### config.mk
export PLATFORM = sky130hd
export DESIGN_NAME = generic_apb_master_flat
export DESIGN_NICKNAME = d
export VERILOG_FILES = /design/src/rtl/generic_apb_master_if.sv /design/src/rtl/generic_apb_master.sv /design/src/flat_wrapper.sv
export SDC_FILE = /design/constraint.sdc
export NUM_CORES = 1
export LEC_CHECK = 0
export ABC_AREA = 1
export ABC_CLOCK_PERIOD_IN_PS = 2000
export CORE_UTILIZATION = 41
export CTS_CLUSTER_SIZE = 28
export DETAILED_ROUTE_END_ITERATION = 10
export PLACE_DENSITY = 0.86
export SYNTH_ARGS = -nofsm -noshare
export SYNTH_HDL_FRONTEND = slang
export SYNTH_SLANG_ARGS = --single-unit
### constraint.sdc
create_clock -name clock_clk -period 2 [get_ports clock_clk]
set_clock_uncertainty 0.1 [all_clocks]
set_input_delay 0.3 -clock clock_clk [delete_from_list [all_inputs] [get_ports clock_clk]]
set_output_delay 0.3 -clock clock_clk [all_outputs]
set_load 0.02 [all_outputs]
### src/rtl/generic_apb_master_if.sv
// Command/response and APB bus bundle for generic_apb_master.
// master modport: the bridge's view. slave modport: the view of the command
// source together with the APB peripheral.
interface generic_apb_master_if #(
  parameter int unsigned ADDR_W = 5,
  parameter int unsigned DATA_W = 32
);
  logic              cmd_valid;
  logic              cmd_ready;
  logic              cmd_write;
  logic [ADDR_W-1:0] cmd_addr;
  logic [DATA_W-1:0] cmd_wdata;
  logic              rsp_valid;
  logic [DATA_W-1:0] rsp_rdata;
  logic              rsp_err;
  logic [ADDR_W-1:0] apm_m0_paddr;
  logic              apm_m0_psel;
  logic              apm_m0_penable;
  logic              apm_m0_pwrite;
  logic [DATA_W-1:0] apm_m0_pwdata;
  logic [DATA_W-1:0] apm_m0_prdata;
  logic              apm_m0_pready;
  logic              apm_m0_pslverr;

  modport master (
    input  cmd_valid, cmd_write, cmd_addr, cmd_wdata,
    input  apm_m0_prdata, apm_m0_pready, apm_m0_pslverr,
    output cmd_ready, rsp_valid, rsp_rdata, rsp_err,
    output apm_m0_paddr, apm_m0_psel, apm_m0_penable, apm_m0_pwrite, apm_m0_pwdata
  );

  modport slave (
    output cmd_valid, cmd_write, cmd_addr, cmd_wdata,
    output apm_m0_prdata, apm_m0_pready, apm_m0_pslverr,
    input  cmd_ready, rsp_valid, rsp_rdata, rsp_err,
    input  apm_m0_paddr, apm_m0_psel, apm_m0_penable, apm_m0_pwrite, apm_m0_pwdata
  );
endinterface

### src/rtl/generic_apb_master.sv
// APB3 requester: turns one-at-a-time commands into SETUP/ACCESS transfers,
// honours pready wait states and reports pslverr with a one-cycle response.
// Optional: define APB_TIMEOUT_EN to abort ACCESS after TIMEOUT_CYCLES
// cycles without pready (response then carries rsp_err = 1, rsp_rdata = 0).
module generic_apb_master #(
  parameter int unsigned ADDR_W         = 5,
  parameter int unsigned DATA_W         = 32,
  parameter int unsigned TIMEOUT_CYCLES = 16
) (
  input logic                 clock_clk,
  input logic                 reset_n,
  generic_apb_master_if.master bus
);

  typedef enum logic [1:0] {
    IDLE   = 2'd0,
    SETUP  = 2'd1,
    ACCESS = 2'd2
  } state_t;

  state_t            state_q, state_d;
  logic              psel_q, psel_d;
  logic              penable_q, penable_d;
  logic [ADDR_W-1:0] paddr_q, paddr_d;
  logic              pwrite_q, pwrite_d;
  logic [DATA_W-1:0] pwdata_q, pwdata_d;
  logic              rsp_valid_q, rsp_valid_d;
  logic [DATA_W-1:0] rsp_rdata_q, rsp_rdata_d;
  logic              rsp_err_q, rsp_err_d;

`ifdef APB_TIMEOUT_EN
  localparam int unsigned TO_EFF = (TIMEOUT_CYCLES == 0) ? 1 : TIMEOUT_CYCLES;
  localparam int unsigned CNT_W  = ($clog2(TO_EFF + 1) > 8) ? $clog2(TO_EFF + 1) : 8;
  // cnt_q counts wait cycles already spent, so the limit is hit on the
  // TO_EFF-th ACCESS cycle that still sees pready low.
  localparam logic [CNT_W-1:0] TO_LAST = CNT_W'(TO_EFF - 1);

  logic [CNT_W-1:0] cnt_q, cnt_d;
`endif

  // Next state plus next value of every registered output.
  always_comb begin
    state_d     = state_q;
    psel_d      = 1'b0;
    penable_d   = 1'b0;
    paddr_d     = paddr_q;
    pwrite_d    = pwrite_q;
    pwdata_d    = pwdata_q;
    rsp_valid_d = 1'b0;
    rsp_rdata_d = rsp_rdata_q;
    rsp_err_d   = rsp_err_q;
`ifdef APB_TIMEOUT_EN
    cnt_d       = cnt_q;
`endif
    unique case (state_q)
      IDLE: begin
        if (bus.cmd_valid) begin
          paddr_d  = bus.cmd_addr;
          pwrite_d = bus.cmd_write;
          if (bus.cmd_write) pwdata_d = bus.cmd_wdata;
          psel_d   = 1'b1;
          state_d  = SETUP;
        end
      end
      SETUP: begin
        psel_d    = 1'b1;
        penable_d = 1'b1;
        state_d   = ACCESS;
`ifdef APB_TIMEOUT_EN
        cnt_d     = '0;
`endif
      end
      ACCESS: begin
        psel_d    = 1'b1;
        penable_d = 1'b1;
        if (bus.apm_m0_pready) begin
          psel_d      = 1'b0;
          penable_d   = 1'b0;
          rsp_valid_d = 1'b1;
          rsp_rdata_d = pwrite_q ? '0 : bus.apm_m0_prdata;
          rsp_err_d   = bus.apm_m0_pslverr;
          state_d     = IDLE;
        end
`ifdef APB_TIMEOUT_EN
        else if (cnt_q >= TO_LAST) begin
          psel_d      = 1'b0;
          penable_d   = 1'b0;
          rsp_valid_d = 1'b1;
          rsp_rdata_d = '0;
          rsp_err_d   = 1'b1;
          state_d     = IDLE;
        end else if (cnt_q != '1) begin
          cnt_d = cnt_q + CNT_W'(1);
        end
`endif
      end
      default: state_d = IDLE;
    endcase
  end

  // State and output registers; reset drops psel/penable immediately.
  always_ff @(posedge clock_clk or negedge reset_n) begin
    if (!reset_n) begin
      state_q     <= IDLE;
      psel_q      <= 1'b0;
      penable_q   <= 1'b0;
      paddr_q     <= '0;
      pwrite_q    <= 1'b0;
      pwdata_q    <= '0;
      rsp_valid_q <= 1'b0;
      rsp_rdata_q <= '0;
      rsp_err_q   <= 1'b0;
`ifdef APB_TIMEOUT_EN
      cnt_q       <= '0;
`endif
    end else begin
      state_q     <= state_d;
      psel_q      <= psel_d;
      penable_q   <= penable_d;
      paddr_q     <= paddr_d;
      pwrite_q    <= pwrite_d;
      pwdata_q    <= pwdata_d;
      rsp_valid_q <= rsp_valid_d;
      rsp_rdata_q <= rsp_rdata_d;
      rsp_err_q   <= rsp_err_d;
`ifdef APB_TIMEOUT_EN
      cnt_q       <= cnt_d;
`endif
    end
  end

  assign bus.cmd_ready      = (state_q == IDLE);
  assign bus.rsp_valid      = rsp_valid_q;
  assign bus.rsp_rdata      = rsp_rdata_q;
  assign bus.rsp_err        = rsp_err_q;
  assign bus.apm_m0_paddr   = paddr_q;
  assign bus.apm_m0_psel    = psel_q;
  assign bus.apm_m0_penable = penable_q;
  assign bus.apm_m0_pwrite  = pwrite_q;
  assign bus.apm_m0_pwdata  = pwdata_q;

endmodule

### src/flat_wrapper.sv
// flat-port wrapper written by rule: the top's interface ports become plain ports
module generic_apb_master_flat 
#(
  parameter int unsigned ADDR_W         = 5,
  parameter int unsigned DATA_W         = 32,
  parameter int unsigned TIMEOUT_CYCLES = 16
)
  (clock_clk, reset_n, bus_cmd_valid, bus_cmd_write, bus_cmd_addr, bus_cmd_wdata, bus_apm_m0_prdata, bus_apm_m0_pready, bus_apm_m0_pslverr, bus_cmd_ready, bus_rsp_valid, bus_rsp_rdata, bus_rsp_err, bus_apm_m0_paddr, bus_apm_m0_psel, bus_apm_m0_penable, bus_apm_m0_pwrite, bus_apm_m0_pwdata);
  generic_apb_master_if #(.ADDR_W(ADDR_W), .DATA_W(DATA_W)) bus_i ();
  input logic clock_clk;
  input logic reset_n;
  input wire logic [$bits(bus_i.cmd_valid)-1:0] bus_cmd_valid;
  input wire logic [$bits(bus_i.cmd_write)-1:0] bus_cmd_write;
  input wire logic [$bits(bus_i.cmd_addr)-1:0] bus_cmd_addr;
  input wire logic [$bits(bus_i.cmd_wdata)-1:0] bus_cmd_wdata;
  input wire logic [$bits(bus_i.apm_m0_prdata)-1:0] bus_apm_m0_prdata;
  input wire logic [$bits(bus_i.apm_m0_pready)-1:0] bus_apm_m0_pready;
  input wire logic [$bits(bus_i.apm_m0_pslverr)-1:0] bus_apm_m0_pslverr;
  output wire logic [$bits(bus_i.cmd_ready)-1:0] bus_cmd_ready;
  output wire logic [$bits(bus_i.rsp_valid)-1:0] bus_rsp_valid;
  output wire logic [$bits(bus_i.rsp_rdata)-1:0] bus_rsp_rdata;
  output wire logic [$bits(bus_i.rsp_err)-1:0] bus_rsp_err;
  output wire logic [$bits(bus_i.apm_m0_paddr)-1:0] bus_apm_m0_paddr;
  output wire logic [$bits(bus_i.apm_m0_psel)-1:0] bus_apm_m0_psel;
  output wire logic [$bits(bus_i.apm_m0_penable)-1:0] bus_apm_m0_penable;
  output wire logic [$bits(bus_i.apm_m0_pwrite)-1:0] bus_apm_m0_pwrite;
  output wire logic [$bits(bus_i.apm_m0_pwdata)-1:0] bus_apm_m0_pwdata;
  assign bus_i.cmd_valid = bus_cmd_valid;
  assign bus_i.cmd_write = bus_cmd_write;
  assign bus_i.cmd_addr = bus_cmd_addr;
  assign bus_i.cmd_wdata = bus_cmd_wdata;
  assign bus_i.apm_m0_prdata = bus_apm_m0_prdata;
  assign bus_i.apm_m0_pready = bus_apm_m0_pready;
  assign bus_i.apm_m0_pslverr = bus_apm_m0_pslverr;
  assign bus_cmd_ready = bus_i.cmd_ready;
  assign bus_rsp_valid = bus_i.rsp_valid;
  assign bus_rsp_rdata = bus_i.rsp_rdata;
  assign bus_rsp_err = bus_i.rsp_err;
  assign bus_apm_m0_paddr = bus_i.apm_m0_paddr;
  assign bus_apm_m0_psel = bus_i.apm_m0_psel;
  assign bus_apm_m0_penable = bus_i.apm_m0_penable;
  assign bus_apm_m0_pwrite = bus_i.apm_m0_pwrite;
  assign bus_apm_m0_pwdata = bus_i.apm_m0_pwdata;
  generic_apb_master #(.ADDR_W(ADDR_W), .DATA_W(DATA_W), .TIMEOUT_CYCLES(TIMEOUT_CYCLES)) u_core (.clock_clk(clock_clk), .reset_n(reset_n), .bus(bus_i));
endmodule
Yosys cells after proc, flatten, opt, wreduce, memory -nomap -nowiden
Cells that the tools add are included.
{ "totals": {"reg_bits": 76} }
{ "classes": {"eq_ne": 4, "reduce_logical": 5, "muxes": 10} }
{ "op_table": {"columns": ["operator", "count"], "rows": [
  ["two-way mux 32 bit", 1],
  ["case mux 2 bit (3 select lines)", 1],
  ["AND reduction 2 bit", 3],
  ["two-way mux 1 bit", 4],
  ["two-way mux 2 bit", 2],
  ["!= test 2 bit, second input constant", 2],
  ["case mux 1 bit (3 select lines)", 1],
  ["AND reduction 3 bit", 1],
  ["== test 2 x 1 -> 1 bit, second input constant", 1],
  ["== test 2 bit, second input constant", 1],
  ["logical NOT 2 bit", 1],
  ["case mux 1 bit (2 select lines)", 1]
]} }

Longest topological paths before layout
{ "logic_depth": {"ltp_word": 3, "ltp_mapped": 8, "mapped_depth_nobuf": 7} }

Least setup slack after synthesis
Ideal clock, no wire load.
{ "synth_timing": {"path_type": "register to register", "startpoint": "register u_core.state_q[0]", "endpoint": "register u_core.pwdata_q[19] (netlist: u_core.bus.apm_m0_pwdata[19])", "setup_time_ns": 0.117, "required_time_ns": 1.783, "arrival_ns": 1.403, "path_stages_with_launch": 9, "slack_ns": 0.380, "period_less_slack_ns": 1.620, "path_cell_list": "dfrtp_1 -> inv_1 -> ha_1 -> nand2_4 -> inv_6 -> nand2_4 -> buf_6 -> nand2_1 -> nand2_1"} }
{ "synth_between": {"elab_chain_len": 2} }
{ "synth_rtl": {"columns": ["element", "line_no", "rtl"], "rows": [
  ["start, declared", "generic_apb_master.sv:21", "state_t state_q, state_d;"],
  ["start signal, assigned", "generic_apb_master.sv:117", "state_q <= state_d;"],
  ["logical NOT 2 bit", null, null],
  ["named net bus_cmd_ready", "flat_wrapper.sv:19", "output wire logic [$bits(bus_i.cmd_ready)-1:0] bus_cmd_ready;"],
  ["AND reduction 3 bit (no source line)", null, null],
  ["end signal, assigned", "generic_apb_master.sv:122", "pwdata_q <= pwdata_d;"],
  ["end, declared", "generic_apb_master.sv:26", "logic [DATA_W-1:0] pwdata_q, pwdata_d;"]
]} }
The timed path passes the listed nets, and every way through them passes these cells.
A chain may end at the register's enable or synchronous reset.

Final worst setup path
{ "layout_timing": {"startpoint": "register u_core.state_q[1]", "endpoint": "output bus_cmd_ready"} }
{ "layout_between": {"elab_chain_len": 1} }
{ "layout_rtl": {"columns": ["element", "line_no", "rtl"], "rows": [
  ["logical NOT 2 bit", "generic_apb_master.sv:132", "assign bus.cmd_ready = (state_q == IDLE);"],
  ["end, declared", "flat_wrapper.sv:19", null]
]} }
Every way passes these cells.

==> metrics.txt <==
n_diodes 0; status finished, final reports clean; DIE AREA 0.00795 sq mm; Total Routing Usage GR 19.1%; Placed Area 0.00466 sq mm; Layout fillers 596; CTS tree yes; TritonCTS Buffers 9; Worst Hold Class register to register; critical path arrival 1.37 ns; Core Region 0.00729 sq mm; Seq/Total Area, Yosys 61.0%; layout cells sized above 1 7.80%; maximum root-to-sink buffer count 2; Ys Warns 0; vias in the first global route 2,583; fin crit period 1.77 ns; Synth top area share 61.0%; Congestion Overflow GR 0; max cap viols 0; Max Freq 566 MHz; Initial Utilization 42.7%; P_leak 2.34 nW; design area 0.00483 sq mm; first-pass GRT wire length 11,600 microns; pin count of the biggest net entering global routing 77; Crit Path Class register to primary output; GPL Wtd Cong 0.769; VDD IR-drop max 0.000712 V; Die Ht 89.2 microns; Post CTS Setup Buffer Count 0; final non-filler cell total 586; # clock sinks 76; Synth area leader dfrtp_1; final hold slack 0.376 ns; clock-pin slew on the worst setup and hold paths 0.07 ns; synthesized instance count 336; final hold violations 0; Netlist cell types 17; worst-margin pin slew 0.471 ns; crit path launch type register; Synth Cell Area 0.00312 sq mm; final setup TNS 0 ns; Critical Path RT 1.60 ns; DIE WIDTH 89.2 microns; Root Driver clkbuf_8; pre-CTS setup slack 0.156 ns; H-tree depth 3; RSZ-0062 raised after global routing false; DR vias 2,676; input/output buffers 149; Seq cells post-synth 76; Cells after DPL 572; Synth area leaders dfrtp_1, nand2_1, o21ai_0, nand2_2, ha_1; Final ANT Viol Nets 0; Final Worst Setup Slack 0.233 ns; DP HPWL 5560 microns; DRC errors left 0; wire per inst 12.9 microns; part of the cycle the worst path needs 88.3%; Crit Path Max Fanout 4; DRT iter0 DRCs 77; Vias/cell 4.57; Pre-antenna DRT Iters 4; CP Capture Type primary output; Area growth syn-to-layout 54.9%; post-synthesis net count 417; Slew HR 68.6%; initial antenna violation count 0; worst skew pair latency 0.32 ns; Finish-stage setup viols 0; overall power 7.56 mW; Core Util, Final 66.2%; Post-Route WL 7580 microns; max-slew violations 0; Power Density 1570 mW/mm^2; IO Pins 150; Rows 31; Mean Syn Cell Area 9.27 sq um; layout net count 566
## cell type report
cell class	instances	area [sq um]	area share, %
inverter	11	46.3	0.959
multi-input combinational	233	1040	21.6
clock inverter	2	12.5	0.259
clock buffer	11	151	3.14
tap	99	124	2.57
timing repair buffer	154	1550	32.1
sequential	76	1900	39.4
## critical path, stage by stage (launching register included)
cell and delay [ns]:
dfrtp_1 0.42, inv_1 0.14, ha_1 0.26, clkbuf_2 0.22
## cells in the mapped netlist
library cell / count
buf_2: 6
clkbuf_1: 2
inv_1: 9
o21ai_0: 33
dfrtp_1: 76
buf_6: 6
nand2_1: 174
a21boi_0: 1
buf_4: 1
ha_1: 6
buf_8: 1
nor2_8: 1
inv_6: 1
inv_2: 1
nand2_4: 2
nand2_2: 13
nand3_1: 3
## path summary, 6_finish.rpt
path	startpoint	endpoint	slack [ns]	cells past startpoint
max in group asynchronous	reset_n	u_core.bus.rsp_rdata[2]	1.03	3
min in group asynchronous	reset_n	u_core.bus.rsp_rdata[27]	0.40	3
max	u_core.state_q[1]	bus_cmd_ready	0.23	3
min reg2reg	u_core.bus.apm_m0_pwdata[27]	u_core.bus.apm_m0_pwdata[27]	0.38	2
max reg2reg	u_core.state_q[1]	u_core.bus.apm_m0_pwdata[17]	0.26	6
min	u_core.bus.apm_m0_pwdata[27]	u_core.bus.apm_m0_pwdata[27]	0.38	2
## power breakdown
group | internal [mW] | total, mW | switching [mW]
combinational | 1.79 | 3.88 | 2.09
sequential | 2.28 | 2.68 | 0.399
clock | 0.496 | 0.999 | 0.503
## cells in the final DEF, fill, tap and decap left out, types with 2 or more instances in the layout
cell             Yosys  layout
nand2_2             13      14
buf_4                1       3
ha_1                 6       6
buf_12               0       2
o21ai_0             33      33
nand2_4              2       2
inv_1                9       9
clkdlybuf4s50_1      0     147
nand3_1              3       3
dfrtp_1             76      76
nand2_1            174     173
clkbuf_8             0      11
## state kept, by name (all words and copies together) (netlist names)
name / count
u_core.bus.rsp_err: 1
u_core.bus.apm_m0_psel: 1
u_core.bus.apm_m0_penable: 1
u_core.bus.apm_m0_paddr: 5
u_core.bus.rsp_rdata: 32
u_core.state_q: 2
u_core.bus.apm_m0_pwrite: 1
u_core.bus.apm_m0_pwdata: 32
u_core.bus.rsp_valid: 1
## layer usage
metal  GRT usage, %  up-vias  routed length [microns]
met5              0        -                        0
met4           7.07        0                      120
met3           6.19        9                      704
met2           33.7      104                     3780
met1           21.6     1232                     2980
li1               -     1331                        -
## repair_timing
item                                    4_1_cts  5_1_grt
endpoints found under the hold margin        76        0
endpoints found under the setup margin        1        1
resized for setup                             1        2
hold buffers                                  1        0
## kinds of logic (layout without fill, tap and decap cells)
group | count (synthesis) | after routing | synth area share [%]
buffers and inverters | 27 | 178 | 5.58
and+or+nand+nor | 193 | 193 | 25.4
DFF | 76 | 76 | 61.0
AOI/OAI and AO/OA | 34 | 34 | 5.54
adders and majority gates | 6 | 6 | 2.41
No activity file was read; power rests on OpenSTA's default activity.
